<file path="src/rtl/rx_packet_saver.sv">
// -----------------------------------------------------------------------------
// rx_packet_saver
//
// Purpose:
//   Receive-side counterpart of the packet sender. Sinks Avalon-ST frames from
//   a TSE MAC receive FIFO and writes them word-by-word into packet RAM through
//   an Avalon-MM write master. Once a complete, error-free frame is stored,
//   data_saved is raised and held until the consumer acknowledges.
//
// Ports:
//   clk, reset       MAC rx clock; asynchronous active-high reset
//   rx_*             Avalon-ST sink (data, valid, sop, eop, empty, error, ready)
//   ram_*            Avalon-MM write master (address, writedata, write, waitrequest)
//   data_saved       level: a good frame is stored and not yet acknowledged
//   data_ack         consumer acknowledge (level or pulse), honoured in SAVED only
//   frame_len        byte length of the saved frame, valid while data_saved=1
//   drop_cnt         frames discarded while a saved frame was pending
//   err_cnt          frames rejected (rx_error, oversize, sop without eop)
// -----------------------------------------------------------------------------
module rx_packet_saver #(
    parameter int ADDR_W    = 25,
    parameter int BASE_ADDR = 0,
    parameter int MAX_WORDS = 380,
    parameter int CNT_W     = 16
) (
    input  logic              clk,
    input  logic              reset,
    input  logic [31:0]       rx_data,
    input  logic              rx_valid,
    input  logic              rx_sop,
    input  logic              rx_eop,
    input  logic [1:0]        rx_empty,
    input  logic [5:0]        rx_error,
    output logic              rx_ready,
    output logic [ADDR_W-1:0] ram_address,
    output logic [31:0]       ram_writedata,
    output logic              ram_write,
    input  logic              ram_waitrequest,
    output logic              data_saved,
    input  logic              data_ack,
    output logic [10:0]       frame_len,
    output logic [CNT_W-1:0]  drop_cnt,
    output logic [CNT_W-1:0]  err_cnt
);

    localparam int IDX_W = $clog2(MAX_WORDS + 1);
    localparam logic [CNT_W-1:0] CNT_MAX = '1;

    typedef enum logic [2:0] {
        IDLE,
        WRITE,
        FLUSH,
        DISCARD,
        SAVED
    } state_t;

    state_t state, state_next;

    logic [IDX_W-1:0]  widx, widx_next;
    logic [IDX_W-1:0]  wr_idx;
    logic              issue_write;
    logic              ram_write_next;
    logic [ADDR_W-1:0] addr_next;
    logic [31:0]       wdata_next;
    logic              data_saved_next;
    logic [10:0]       frame_len_next;
    logic [10:0]       len_latch, len_latch_next;
    logic              err_latch, err_latch_next;
    logic              discard_pending, discard_pending_next;
    logic              pending_tmp;
    logic              drop_inc, err_inc;
    logic [CNT_W-1:0]  drop_next, err_next;
    logic              stalled;
    logic              accept;

    // A write is stalled while the slave holds waitrequest. Only states that can
    // issue a new write must stop accepting beats then; the registered write
    // port means a beat is taken in the same cycle the previous write retires.
    assign stalled  = ram_write && ram_waitrequest;
    assign rx_ready = !(stalled && (state == WRITE || state == IDLE));
    assign accept   = rx_valid && rx_ready;

    // Next-state and next-output logic for the whole datapath. A pending write
    // is held by default; any beat that issues a write goes through the shared
    // issue_write path at the bottom so word index, address and eop capture
    // stay consistent between IDLE and WRITE.
    always_comb begin
        state_next           = state;
        widx_next            = widx;
        wr_idx               = '0;
        issue_write          = 1'b0;
        ram_write_next       = stalled;
        addr_next            = ram_address;
        wdata_next           = ram_writedata;
        data_saved_next      = data_saved;
        frame_len_next       = frame_len;
        len_latch_next       = len_latch;
        err_latch_next       = err_latch;
        discard_pending_next = discard_pending;
        pending_tmp          = discard_pending;
        drop_inc             = 1'b0;
        err_inc              = 1'b0;

        case (state)
            IDLE: begin
                if (accept && rx_sop) begin
                    issue_write = 1'b1;
                    wr_idx      = '0;
                    state_next  = WRITE;
                end
            end

            WRITE: begin
                if (accept) begin
                    if (rx_sop) begin
                        // New frame started before the old one ended: count the
                        // broken frame and restart at the first word.
                        err_inc     = 1'b1;
                        issue_write = 1'b1;
                        wr_idx      = '0;
                    end else if (widx == IDX_W'(MAX_WORDS)) begin
                        err_inc    = 1'b1;
                        state_next = rx_eop ? IDLE : DISCARD;
                    end else begin
                        issue_write = 1'b1;
                        wr_idx      = widx;
                    end
                end
            end

            FLUSH: begin
                if (accept && rx_sop) begin
                    drop_inc = 1'b1;
                end
                if (!stalled) begin
                    if (err_latch) begin
                        err_inc    = 1'b1;
                        state_next = IDLE;
                    end else begin
                        frame_len_next       = len_latch;
                        data_saved_next      = 1'b1;
                        discard_pending_next = accept && rx_sop && !rx_eop;
                        state_next           = SAVED;
                    end
                end
            end

            DISCARD: begin
                if (accept && rx_eop) begin
                    state_next = IDLE;
                end
            end

            SAVED: begin
                // Track whether a dropped frame is still in flight so that the
                // remainder is swallowed in DISCARD after the acknowledge.
                if (accept) begin
                    if (rx_sop) begin
                        drop_inc = 1'b1;
                    end
                    if (rx_eop) begin
                        pending_tmp = 1'b0;
                    end else if (rx_sop) begin
                        pending_tmp = 1'b1;
                    end
                end
                if (data_ack) begin
                    data_saved_next      = 1'b0;
                    discard_pending_next = 1'b0;
                    state_next           = pending_tmp ? DISCARD : IDLE;
                end else begin
                    discard_pending_next = pending_tmp;
                end
            end

            default: begin
                state_next = IDLE;
            end
        endcase

        if (issue_write) begin
            ram_write_next = 1'b1;
            addr_next      = ADDR_W'(BASE_ADDR) + ADDR_W'(wr_idx);
            wdata_next     = rx_data;
            widx_next      = wr_idx + 1'b1;
            if (rx_eop) begin
                len_latch_next = 11'({widx_next, 2'b00}) - {9'd0, rx_empty};
                err_latch_next = |rx_error;
                state_next     = FLUSH;
            end
        end

        drop_next = drop_cnt;
        if (drop_inc && drop_cnt != CNT_MAX) begin
            drop_next = drop_cnt + 1'b1;
        end
        err_next = err_cnt;
        if (err_inc && err_cnt != CNT_MAX) begin
            err_next = err_cnt + 1'b1;
        end
    end

    // State and output registers. Reset is asynchronous so a mid-frame reset
    // drops ram_write immediately instead of waiting for the next edge.
    always_ff @(posedge clk or posedge reset) begin
        if (reset) begin
            state           <= IDLE;
            widx            <= '0;
            ram_write       <= 1'b0;
            ram_address     <= '0;
            ram_writedata   <= '0;
            data_saved      <= 1'b0;
            frame_len       <= '0;
            len_latch       <= '0;
            err_latch       <= 1'b0;
            discard_pending <= 1'b0;
            drop_cnt        <= '0;
            err_cnt         <= '0;
        end else begin
            state           <= state_next;
            widx            <= widx_next;
            ram_write       <= ram_write_next;
            ram_address     <= addr_next;
            ram_writedata   <= wdata_next;
            data_saved      <= data_saved_next;
            frame_len       <= frame_len_next;
            len_latch       <= len_latch_next;
            err_latch       <= err_latch_next;
            discard_pending <= discard_pending_next;
            drop_cnt        <= drop_next;
            err_cnt         <= err_next;
        end
    end

endmodule

</file>
<file path="config.mk">
export PLATFORM = sky130hd
export DESIGN_NAME = rx_packet_saver
export DESIGN_NICKNAME = d
export VERILOG_FILES = /design/src/rtl/rx_packet_saver.sv
export SDC_FILE = /design/constraint.sdc
export NUM_CORES = 1
export LEC_CHECK = 0
export CORE_MARGIN = 2
export CORE_UTILIZATION = 30
export CTS_BUF_LIST = sky130_fd_sc_hd__clkbuf_16
export DETAILED_ROUTE_END_ITERATION = 10
export GPL_TIMING_DRIVEN = 0
export SYNTH_ARGS = -nofsm -noshare
export SYNTH_HDL_FRONTEND = slang
export SYNTH_SLANG_ARGS = --single-unit
</file>
<file path="constraint.sdc">
create_clock -name clk -period 4.6 [get_ports clk]
set_clock_uncertainty 0.2 [all_clocks]
set_input_delay 0.69 -clock clk [delete_from_list [all_inputs] [get_ports clk]]
set_output_delay 0.69 -clock clk [all_outputs]
set_load 0.02 [all_outputs]
</file>
==> flow_summary.ini <==
[finish]
final_net_count = 685
areaGrowthSynthToFinish_pct = 36.83
post_route_cells_drive_above_1_share = 0.1614
multi_input_area_sq_mm = 0.002313
n_fill_cell = 1674
final_util = 0.4205
sequential_cell_area_sq_mm = 0.002778
antenna_diode_count = 0

[sta]
final_clock_period_utilization_by_the_worst_path = 0.9076
maxClockFrequency_mhz = 239.5
finalSetupViolations = 0
slew_viol_final = 0
slew_headroom = 0.4545
rsz_0062_raised_after_global_routing = no
layout_min_cycle_time_ns = 4.175
timing.final.hold_violations = 0
worst-slew-pin-transition_ns = 0.8183

[setup_path]
cp-end-kind = register
cp_data_required_time_ns = 4.63
worstSetupPathType = in -> reg
timing.critical_path.arrival_ns = 4.20
critical_path.max_fanout = 9
slowest_cell_delay_on_critical_path_ns = 0.55
worst_path_max_delay_cell = a211oi_1
rr_worst_depth = 12
startpoint_type = input port
path_common_cell = nand3_1
timing.critical_path.cells = clkdlybuf4s50_1 > a211oi_2 > and4b_1 > clkbuf_1 > nand2_1 > inv_1 > ha_1 > nand3_1 > or3_1 > a211oi_1 > nor3_1 > mux2i_1 > nand3_1

[detailed_routing]
drt_pre_antenna_iters = 4
route.detailed.vias_per_inst = 4.676
drt.antenna.violating_nets = 0
detailroute.via_count = 4035
first_iter_violations = 141
detail_route.wirelength_mm = 12.86
drt-wirelength-per-cell_um = 14.90
drcViolationCount = 0

[global_routing]
grt_pass1_wl_mm = 20.72
grt.total_usage = 0.1403
grt_overflow = 0
grt_max_degree = 63
grt_antenna_before_repair = 0
grt_pass1_vias = 4108

[flow_run]
drv.max_cap_violation_count = 0

[worst_hold_path]
hold-path-cell-count = 2
worst_hold_path_type = reg -> reg

[clocking]
clk-insertion-delay-late_ns = 0.35
cts_made_buffers = 9
tritoncts_sink_count = 111
cts_post_setup_buffers_inserted = 0
tritoncts = built
clock_tree.root_cell = clkbuf_16
cts_buffer_depth = 2
cts.htree.levels = 3
worst_setup_hold_path_clk_slew_ns = 0.07
cts_resized = 0
hold_buffers = 0

[synth]
yosysWarningCount = 0
synth_top_family_by_area = simple AND/OR/NAND/NOR gates
async_flop_share = 1.000
synth_compound_area_frac = 0.07858
syn-instance-count = 473
synth_edf_count = 0
netlist.top_cell.by_area = dfrtp_1
synth_seq_area_share = 0.5208
area_share_of_the_largest_cell_type_after_synthesis = 0.5208
postSynthAreaPerCell_sq_um = 11.28
yosys_register_bits = 111
post_synth_num_cell_types = 55
fraction_of_the_mapped_netlist_area_in_adder_cells = 0.01173
synthMuxAreaShare = 0.1060
synth-xor-area-share = 0.06897
post_synth_instance_area_sq_mm = 0.005334
simple_gate_portion_of_the_synthesized_area = 0.1572
dominantRegCellSynth = dfrtp_1
ys_top_cells_by_area = dfrtp_1, mux2_2, xnor2_1

[placement]
port-buffer-count = 133
routability_cong = 0.8491
detailedPlacementHpwl_mm = 9.594

[power_and_ir_drop]
power_density_mw_per_mm2 = 484.3
power_consumption_mw = 3.535
vdd_ir_drop_max_v = 0.0003199
leakage_nw = 3.220

[floorplanning]
die_area_sq_mm = 0.01886
floorplan.core_area_sq_mm = 0.01736
die_width_um = 137.3
number_of_placed_i_o_pins = 150
initial_utilization = 0.3073
fp.dieH_um = 137.3
standard_cell_rows = 48

[run_status]
outcome = complete, no violations
## through the flow
| step | setup TNS (ns) | std cells | worst slack, ns | hold slack (ns) | cell area [sq um] |
|---|---|---|---|---|---|
| after floorplan | 0 | 488 | 0.7793 | 0.2418 | 5390 |
| after global placement | -99.19 | 846 | -0.9040 | 0.2591 | 7003 |
| after detailed placement | 0 | 847 | 0.1186 | 0.2669 | 7033 |
| after CTS | 0 | 863 | 0.4842 | 0.2827 | 7298 |
| after global routing | 0 | 863 | 0.1366 | 0.3133 | 7298 |
| final | 0 | 863 | 0.4249 | 0.2742 | 7298 |
## registers in the layout, summed over array words and instances (netlist names)
register / count
data_saved: 1
widx: 9
frame_len: 11
ram_writedata: 32
len_latch: 11
err_cnt: 16
err_latch: 1
discard_pending: 1
drop_cnt: 16
ram_write: 1
ram_address: 9
state: 3
## synth_stat cells, drive strengths merged (6+ instances only)
cell type / number
and3: 12
nand4: 10
nand3: 26
o21ai: 11
dfrtp: 111
mux2: 49
xnor2: 28
and4: 7
nand2: 48
nor2: 14
a21oi: 7
a31oi: 7
nor3: 9
buf: 31
inv: 10
a22o: 6
xor2: 14
clkbuf: 10
## power breakdown
| group | total (mW) | switching [mW] | internal [mW] |
|---|---|---|---|
| Sequential | 1.40 | 0.173 | 1.23 |
| Combinational | 1.41 | 0.705 | 0.709 |
| Clock | 0.718 | 0.355 | 0.363 |
| Total | 3.53 | 1.23 | 2.30 |
## logic make-up after synthesis
group,after synthesis
AO/OA/AOI/OAI,57
flip-flops,111
adder cells (fa/ha/maj),5
AND/OR/NAND/NOR,156
other,1
multiplexers,50
XOR/XNOR,42
buffers and inverters,51
## metal layers
| layer | wire (um) | part of all wire | track usage | up-vias |
|---|---|---|---|---|
| li1 | - | - | - | 1960 |
| met4 | 111 | 0.0086 | 0.03494 | 0 |
| met1 | 5428 | 0.42 | 0.1712 | 1973 |
| met3 | 662 | 0.051 | 0.03974 | 8 |
| met5 | 0 | 0 | 0 | - |
| met2 | 6660 | 0.52 | 0.2441 | 94 |
## final timing paths
kind / from / endpoint / slack (ns)
setup / recovery: ram_waitrequest / len_latch[8] / 0.42
hold / removal: len_latch[6] / len_latch[6] / 0.27
setup reg to reg: ram_write / len_latch[8] / 0.83
hold reg to reg: len_latch[6] / len_latch[6] / 0.27
max in group asynchronous: reset / ram_address[4] / 2.81
min in group asynchronous: reset / ram_writedata[27] / 0.66
## worst max-delay path: cells and delay by family
kind | cells | cell delay (ns)
simple gates | 6 | 1.19
buf+inv | 3 | 1.02
compound gates | 2 | 0.85
mux | 1 | 0.15
fa+ha+maj | 1 | 0.30
## layout by cell type (no fill, tap or decap), types with 8 or more instances in the layout
cell and n:
xnor2_1 28, clkbuf_1 10, inv_1 10, dfrtp_1 111, buf_4 16, nor2_1 14, buf_2 8, conb_1 16
nand2_1 48, nand4_1 10, o21ai_0 9, mux2_2 48, nor3_1 9, and3_1 12, nand3_1 26, xor2_1 14
clkbuf_16 9, clkdlybuf4s50_1 133
## area by class of cell
class,count,area share
Sequential cell,111,0.3806
Multi-Input combinational cell,326,0.3170
Timing Repair Buffer,134,0.1862
Tap cell,225,0.03857
Buffer,41,0.03583
Clock buffer,9,0.03086
Clock inverter,7,0.005486
Inverter,10,0.005486
No activity file was read; power rests on OpenSTA's default activity.
